[src/rtl/core_wb_arbiter_pkg.sv]
// Shared micro-architectural types for the register-file writeback arbiter.
package core_wb_arbiter_pkg;

    localparam int NUM_PORTS = 2;
    localparam int NUM_SLOW  = 3;

    typedef logic [3:0]  reg_num_t;
    typedef logic [31:0] word_t;
    typedef logic [15:0] hword_t;

    // Round-robin requesters, in scan order.
    typedef enum logic [1:0] {
        WB_MUL    = 2'd0,
        WB_LDST   = 2'd1,
        WB_BRANCH = 2'd2
    } slow_idx_e;

    typedef struct packed {
        logic     valid;
        reg_num_t rd;
        word_t    value;
    } wb_result_t;

    // Next slow-unit index, wrapping after branch.
    function automatic logic [1:0] wrap_inc(input logic [1:0] i);
        return (i == 2'd2) ? 2'd0 : i + 2'd1;
    endfunction

endpackage

[src/rtl/core_wb_rr_pick.sv]
// Combinational round-robin picker: grants up to `free` slow requesters
// starting at the pointer, and reports each grant's slot among the free ports.
module core_wb_rr_pick
    import core_wb_arbiter_pkg::*;
(
    input  logic [NUM_SLOW-1:0] req,
    input  slow_idx_e           ptr,
    input  logic [1:0]          free,
    output logic [NUM_SLOW-1:0] grant,
    output logic [NUM_SLOW-1:0] slot,     // 0 = first free port, 1 = second
    output slow_idx_e           next_ptr
);

    logic [1:0] idx;
    logic [1:0] used;

    // Scan three candidates from the pointer, granting while ports remain.
    always_comb begin
        // NOTE: every output and scratch variable gets a default first so no path leaves a latch.
        grant    = '0;
        slot     = '0;
        next_ptr = ptr;
        used     = 2'd0;
        idx      = ptr;
        for (int k = 0; k < NUM_SLOW; k++) begin
            if (req[idx] && (used < free)) begin
                grant[idx] = 1'b1;
                slot[idx]  = used[0];
                used       = used + 2'd1;
                next_ptr   = slow_idx_e'(wrap_inc(idx));
            end
            idx = wrap_inc(idx);
        end
    end

endmodule

[src/rtl/core_wb_arbiter.sv]
// Shares two register-file write ports between two fixed-latency ALUs
// (always granted) and three slow units (mul, ldst, branch) that compete
// round-robin for leftover ports, each backed by a one-entry holding buffer.
module core_wb_arbiter
    import core_wb_arbiter_pkg::*;
(
    input  logic        clk,
    input  logic        rst_n,
    input  logic        alu_a_valid,
    input  logic [3:0]  alu_a_rd,
    input  logic [31:0] alu_a_value,
    input  logic        alu_b_valid,
    input  logic [3:0]  alu_b_rd,
    input  logic [31:0] alu_b_value,
    input  logic        mul_valid,
    input  logic [3:0]  mul_rd,
    input  logic [31:0] mul_value,
    input  logic        ldst_valid,
    input  logic [3:0]  ldst_rd,
    input  logic [31:0] ldst_value,
    input  logic        branch_valid,
    input  logic [3:0]  branch_rd,
    input  logic [31:0] branch_value,
    output logic        wb_stall_mul,
    output logic        wb_stall_ldst,
    output logic        wb_stall_branch,
    output logic        wr_en_0,
    output logic [3:0]  wr_r_0,
    output logic [31:0] wr_value_0,
    output logic        wr_en_1,
    output logic [3:0]  wr_r_1,
    output logic [31:0] wr_value_1,
    output logic [15:0] pending_mask
);

    wb_result_t          slow_in [NUM_SLOW];
    wb_result_t          cand    [NUM_SLOW];
    logic [NUM_SLOW-1:0] hold_v_q;
    reg_num_t            hold_rd_q  [NUM_SLOW];
    word_t               hold_val_q [NUM_SLOW];
    logic [NUM_SLOW-1:0] req;
    logic [NUM_SLOW-1:0] grant;
    logic [NUM_SLOW-1:0] slot;
    slow_idx_e           rr_q;
    slow_idx_e           rr_next;
    logic [1:0]          free;
    wb_result_t          port0;
    wb_result_t          port1;

    assign slow_in[WB_MUL]    = '{valid: mul_valid,    rd: mul_rd,    value: mul_value};
    assign slow_in[WB_LDST]   = '{valid: ldst_valid,   rd: ldst_rd,   value: ldst_value};
    assign slow_in[WB_BRANCH] = '{valid: branch_valid, rd: branch_rd, value: branch_value};

    assign free = 2'd2 - {1'b0, alu_a_valid} - {1'b0, alu_b_valid};

    // A buffered result takes precedence; a stalled unit never presents, so only one source exists.
    always_comb begin
        for (int i = 0; i < NUM_SLOW; i++) begin
            cand[i] = hold_v_q[i] ? '{valid: 1'b1, rd: hold_rd_q[i], value: hold_val_q[i]}
                                  : slow_in[i];
            req[i]  = cand[i].valid;
        end
    end

    core_wb_rr_pick u_pick (
        .req      (req),
        .ptr      (rr_q),
        .free     (free),
        .grant    (grant),
        .slot     (slot),
        .next_ptr (rr_next)
    );

    // ALUs own their ports; slow grants fill whichever ports the ALUs left free, port 0 first.
    always_comb begin
        port0 = '{valid: alu_a_valid, rd: alu_a_rd, value: alu_a_value};
        port1 = '{valid: alu_b_valid, rd: alu_b_rd, value: alu_b_value};
        for (int i = 0; i < NUM_SLOW; i++) begin
            if (grant[i]) begin
                if (!slot[i] && !alu_a_valid) port0 = cand[i];
                else                          port1 = cand[i];
            end
        end
    end

    // Write-port enables and the round-robin pointer.
    always_ff @(posedge clk or negedge rst_n) begin
        if (!rst_n) begin
            // NOTE: state registers use non-blocking assignment so every flop samples pre-edge values.
            wr_en_0 <= 1'b0;
            wr_en_1 <= 1'b0;
            rr_q    <= WB_MUL;
        end else begin
            wr_en_0 <= port0.valid;
            wr_en_1 <= port1.valid;
            rr_q    <= rr_next;
        end
    end

    // Write-port data holds its last value on idle cycles to avoid toggling.
    always_ff @(posedge clk) begin
        // NOTE: datapath registers carry no reset; their contents are qualified by a reset valid bit.
        if (port0.valid) begin
            wr_r_0     <= port0.rd;
            wr_value_0 <= port0.value;
        end
        if (port1.valid) begin
            wr_r_1     <= port1.rd;
            wr_value_1 <= port1.value;
        end
    end

    // Holding-buffer occupancy: a grant drains it, an unserved new result fills it.
    always_ff @(posedge clk or negedge rst_n) begin
        if (!rst_n) begin
            hold_v_q <= '0;
        end else begin
            for (int i = 0; i < NUM_SLOW; i++) begin
                if (grant[i])              hold_v_q[i] <= 1'b0;
                else if (slow_in[i].valid) hold_v_q[i] <= 1'b1;
            end
        end
    end

    // Holding-buffer payload captured alongside occupancy.
    always_ff @(posedge clk) begin
        for (int i = 0; i < NUM_SLOW; i++) begin
            if (!grant[i] && slow_in[i].valid) begin
                hold_rd_q[i]  <= slow_in[i].rd;
                hold_val_q[i] <= slow_in[i].value;
            end
        end
    end

    // Destinations of buffered writes, for dispatch hazard checks.
    always_comb begin
        pending_mask = '0;
        for (int i = 0; i < NUM_SLOW; i++) begin
            if (hold_v_q[i]) pending_mask = pending_mask | (hword_t'(1) << hold_rd_q[i]);
        end
    end

    assign wb_stall_mul    = hold_v_q[WB_MUL];
    assign wb_stall_ldst   = hold_v_q[WB_LDST];
    assign wb_stall_branch = hold_v_q[WB_BRANCH];

endmodule
[config.mk]
export PLATFORM = sky130hd
export DESIGN_NAME = core_wb_arbiter
export DESIGN_NICKNAME = d
export VERILOG_FILES = /design/src/rtl/core_wb_arbiter_pkg.sv /design/src/rtl/core_wb_rr_pick.sv /design/src/rtl/core_wb_arbiter.sv
export SDC_FILE = /design/constraint.sdc
export NUM_CORES = 1
export LEC_CHECK = 0
export CAP_MARGIN = 10
export CORE_ASPECT_RATIO = 2
export CORE_UTILIZATION = 53
export DETAILED_ROUTE_END_ITERATION = 12
export PLACE_DENSITY = 0.87
export SYNTH_ARGS = -nofsm -noshare
export SYNTH_HDL_FRONTEND = slang
export SYNTH_HIERARCHICAL = 1
export SYNTH_SLANG_ARGS = --single-unit
[constraint.sdc]
create_clock -name clk -period 15.95 [get_ports clk]
set_clock_uncertainty 0.05 [all_clocks]
set_input_delay 1.595 -clock clk [delete_from_list [all_inputs] [get_ports clk]]
set_output_delay 1.595 -clock clk [all_outputs]
set_load 0.02 [all_outputs]
==> results.tsv <==
metric	value	unit
dieArea	19500	um^2
sw_frac_of_total	41.1	%
first_global_vias	8688	
dpl.hpwl	22.1	mm
fmax	145	MHz
crit_arrival	6.96	ns
grt.total_usage	33.7	%
intPower	1710	uW
stdcell_count	1265	
worstPathMaxFanout	37	
placed_cells_incl_taps	1228	
static_leakage	0.00498	uW
required_time_of_the_worst_setup_path	16.00	ns
wl_met2	17.7	mm
synthesis.yosys.warnings	6	
detail_route.vias_per_cell	6.37	
m1WireLength	10.4	mm
grt_start_max_net_pins	76	
worst_slew_pin_slew	1.12	ns
peakVddDrop	0.136	mV
synth_area	10000	um^2
power_per_unit_of_standard_cell_area	214	nW/um^2
setup_repair_after_global_routing_missed_its_margin	false	
antenna_left	0	
pin_count	280	
grt_first_pass_wirelength	48.1	mm
cts.htree.levels	4	
port-buffer-count	279	
outcome	finished, final reports clean	
gp_congestion	0.873	
floorplan.die.width	99.3	um
cts.root.buffer_cell	sky130_fd_sc_hd__clkbuf_16	
final.fill_count	1225	
area_growth	35.3	%
antenna_violations_before_repair	5	
synth-seq-area-share	55.7	%
worst-setup-path-type	input port to flip-flop	
syn_nets	964	
setup_violations	0	
drt_first_pass_iters	7	
postCtsSetupRepairBufs	0	
num-nets-final	1220	
finalCriticalPeriod	6.91	ns
post_synth_inst_count	775	
final_hold_viol_count	0	
maxSlewHeadroom	25.1	%
synthDistinctLibCells	53	
vias	8058	
p_switching	1190	uW
path_clk_slew	0.07	ns
critPathLaunchType	input port	
clock_power_share	15.2	%
tritoncts.num_buffers	17	
dr.first_iter.drc_count	543	
syn_avg_cell_area	12.9	um^2
cts_hold_repair.buffers	0	
cts_tree	yes	
clock_insertion_delay_worst_skew	0.43	ns
die-height	196	um
final_layout_size_suffix_gt1_share	14.4	%
top_signal_layer_used	met4	
power.combinational.fraction	52.8	%
grt-ovfl-total	0	
element_type_at_the_critical_path_end	flip-flop	
initial_core_util	54.5	%
final_max_slew_viol_count	0	
final.period_utilization	43.3	%
clockBufferDepth	2	
max_cap_violations	0	
tritoncts_num_sinks	187	
number_of_standard_cell_rows_in_the_floorplan	70	
setup_tns	0	ns
detail_route.wirelength	32.4	mm
seqPwrFrac	32.0	%
min_path_type	flip-flop to flip-flop	
met3_length	1.81	mm
post_cts_resize_count	0	
core_area	18400	um^2
remaining_drc_errors	0	
routed_wire_length_per_instance	25.6	um
yosys_register_bits	187	
-- synthesized netlist by cell type, drive strengths merged --
| cell | n | area [um^2] |
|---|---|---|
| nor3b | 5 | 47.5 |
| mux2i | 111 | 1110 |
| a21oi | 9 | 48.8 |
| or2b | 1 | 7.51 |
| o22a | 35 | 307 |
| nor3 | 3 | 15.0 |
| a221o | 1 | 10.0 |
| a222oi | 1 | 10.0 |
| and3 | 5 | 31.3 |
| nand4 | 2 | 12.5 |
| a31oi | 3 | 18.8 |
| edfxtp | 180 | 5410 |
| clkbuf | 12 | 45.0 |
| nor2b | 12 | 75.1 |
| a32oi | 1 | 16.3 |
| or2 | 3 | 18.8 |
| ha | 2 | 25.0 |
| a22oi | 12 | 90.1 |
| nand2b | 2 | 12.5 |
| a21o | 1 | 7.51 |
| o22ai | 3 | 18.8 |
| o211ai | 1 | 7.51 |
| and3b | 3 | 26.3 |
| nand3b | 3 | 22.5 |
| a211oi | 1 | 7.51 |
| inv | 10 | 37.5 |
| a221oi | 1 | 15.0 |
| o21a | 1 | 7.51 |
| a311oi | 2 | 17.5 |
| nand4bb | 2 | 27.5 |
| o21ai | 45 | 236 |
| a211o | 1 | 8.76 |
| nand3 | 20 | 100 |
| and2 | 2 | 12.5 |
| dfrtp | 7 | 175 |
| and4b | 1 | 11.3 |
| mux2 | 71 | 800 |
| nand2 | 72 | 270 |
| buf | 41 | 269 |
| nor2 | 50 | 188 |
| o221ai | 35 | 419 |
| a21boi | 1 | 11.3 |
| o311a | 1 | 21.3 |
-- cells in the final DEF (no fill, tap or decap), types with 8 or more instances in the layout --
| cell | n |
|---|---|
| sky130_fd_sc_hd__clkdlybuf4s50_1 | 279 |
| sky130_fd_sc_hd__nand2_1 | 70 |
| sky130_fd_sc_hd__clkbuf_16 | 17 |
| sky130_fd_sc_hd__buf_4 | 11 |
| sky130_fd_sc_hd__nor2b_1 | 9 |
| sky130_fd_sc_hd__o221ai_1 | 17 |
| sky130_fd_sc_hd__o22a_1 | 35 |
| sky130_fd_sc_hd__o221ai_2 | 18 |
| sky130_fd_sc_hd__a21oi_1 | 8 |
| sky130_fd_sc_hd__o21ai_0 | 38 |
| sky130_fd_sc_hd__mux2_2 | 63 |
| sky130_fd_sc_hd__nor2_1 | 50 |
| sky130_fd_sc_hd__mux2_1 | 8 |
| sky130_fd_sc_hd__inv_1 | 10 |
| sky130_fd_sc_hd__nand3_1 | 20 |
| sky130_fd_sc_hd__mux2i_1 | 111 |
| sky130_fd_sc_hd__a22oi_1 | 12 |
| sky130_fd_sc_hd__edfxtp_1 | 180 |
-- cell type report --
class	count	area, um^2	share of cell area [%]
clock inverter	13	165	1.22
timing repair buffer	290	2880	21.2
clock buffer	19	433	3.19
sequential	187	5580	41.2
antenna	5	12.5	0.0923
inverter	10	37.5	0.277
tap	216	270	1.99
multi-input combinational	525	4180	30.9
-- cells by family (layout without fill, tap and decap cells) --
group | Yosys count | after routing | share of synthesized area, %
buf+inv | 63 | 332 | 3.51
other cells | 0 | 5 | 0
mux | 182 | 182 | 19.1
simple gates | 186 | 186 | 8.76
fa+ha+maj | 2 | 2 | 0.250
flops | 187 | 187 | 55.7
compound gates | 155 | 155 | 12.8
-- state kept, by name (all words and copies together), names as in the netlist --
signal	cells
rr_q	2
hold_v_q	3
wr_value_1	32
wr_r_1	4
wr_r_0	4
hold_rd_q	12
wr_en_1	1
wr_en_0	1
hold_val_q	96
wr_value_0	32
-- through the flow --
stage          total power, uW  worst slack, ns  area (um^2)  utilization [%]  hold slack, ns
2_1_floorplan             1880             9.28        10000                -           0.576
3_3_place_gp              2410             8.87        13000             70.4           0.528
3_5_place_dp              2440             8.74        13000             70.4           0.528
4_1_cts                   2890             9.14        13500             73.7           0.544
5_1_grt                   3000             8.77        13600             73.7           0.570
6_report                  2900             9.04        13600             73.7           0.539
-- metal layers --
layer | vias up | global-route usage [%]
li1 | 3534 | -
met2 | 473 | 61.7
met1 | 3909 | 33.8
met4 | 0 | 24.7
met3 | 142 | 5.35
met5 | - | 0
-- final timing paths --
| kind | from | end | cells after the start | slack, ns |
|---|---|---|---|---|
| worst max-delay path | branch_valid | wr_value_1[3] | 15 | 9.04 |
| worst min-delay path | hold_v_q[2] | hold_v_q[2] | 2 | 0.54 |
| worst max register to register | hold_v_q[0] | wr_value_1[3] | 14 | 9.97 |
| worst min register to register | hold_v_q[2] | hold_v_q[2] | 2 | 0.54 |
| max in group asynchronous | rst_n | hold_v_q[1] | 1 | 14.15 |
| min in group asynchronous | rst_n | wr_en_1 | 1 | 1.40 |
-- power by group through the flow --
stage	Clock [uW]	Sequential (uW)	Combinational, uW
after floorplan	0	1040	835
after global placement	0	933	1470
after detailed placement	0	933	1510
after CTS	441	928	1520
after global routing	459	942	1600
final	439	929	1530
-- critical path, stage by stage --
cell and delay [ns]:
sky130_fd_sc_hd__clkdlybuf4s50_1 0.44, sky130_fd_sc_hd__nor2_1 0.27, sky130_fd_sc_hd__inv_1 0.21, sky130_fd_sc_hd__mux2i_1 0.30, sky130_fd_sc_hd__o22ai_1 0.16, sky130_fd_sc_hd__and3_1 0.28, sky130_fd_sc_hd__ha_1 0.21, sky130_fd_sc_hd__a211o_1 0.27
sky130_fd_sc_hd__a21oi_2 0.25, sky130_fd_sc_hd__a21oi_1 0.11, sky130_fd_sc_hd__a31oi_1 0.60, sky130_fd_sc_hd__o21a_2 0.89, sky130_fd_sc_hd__nand2_1 0.20, sky130_fd_sc_hd__a31oi_4 0.69, sky130_fd_sc_hd__buf_4 0.43
Power figures use the tool's default switching activity.
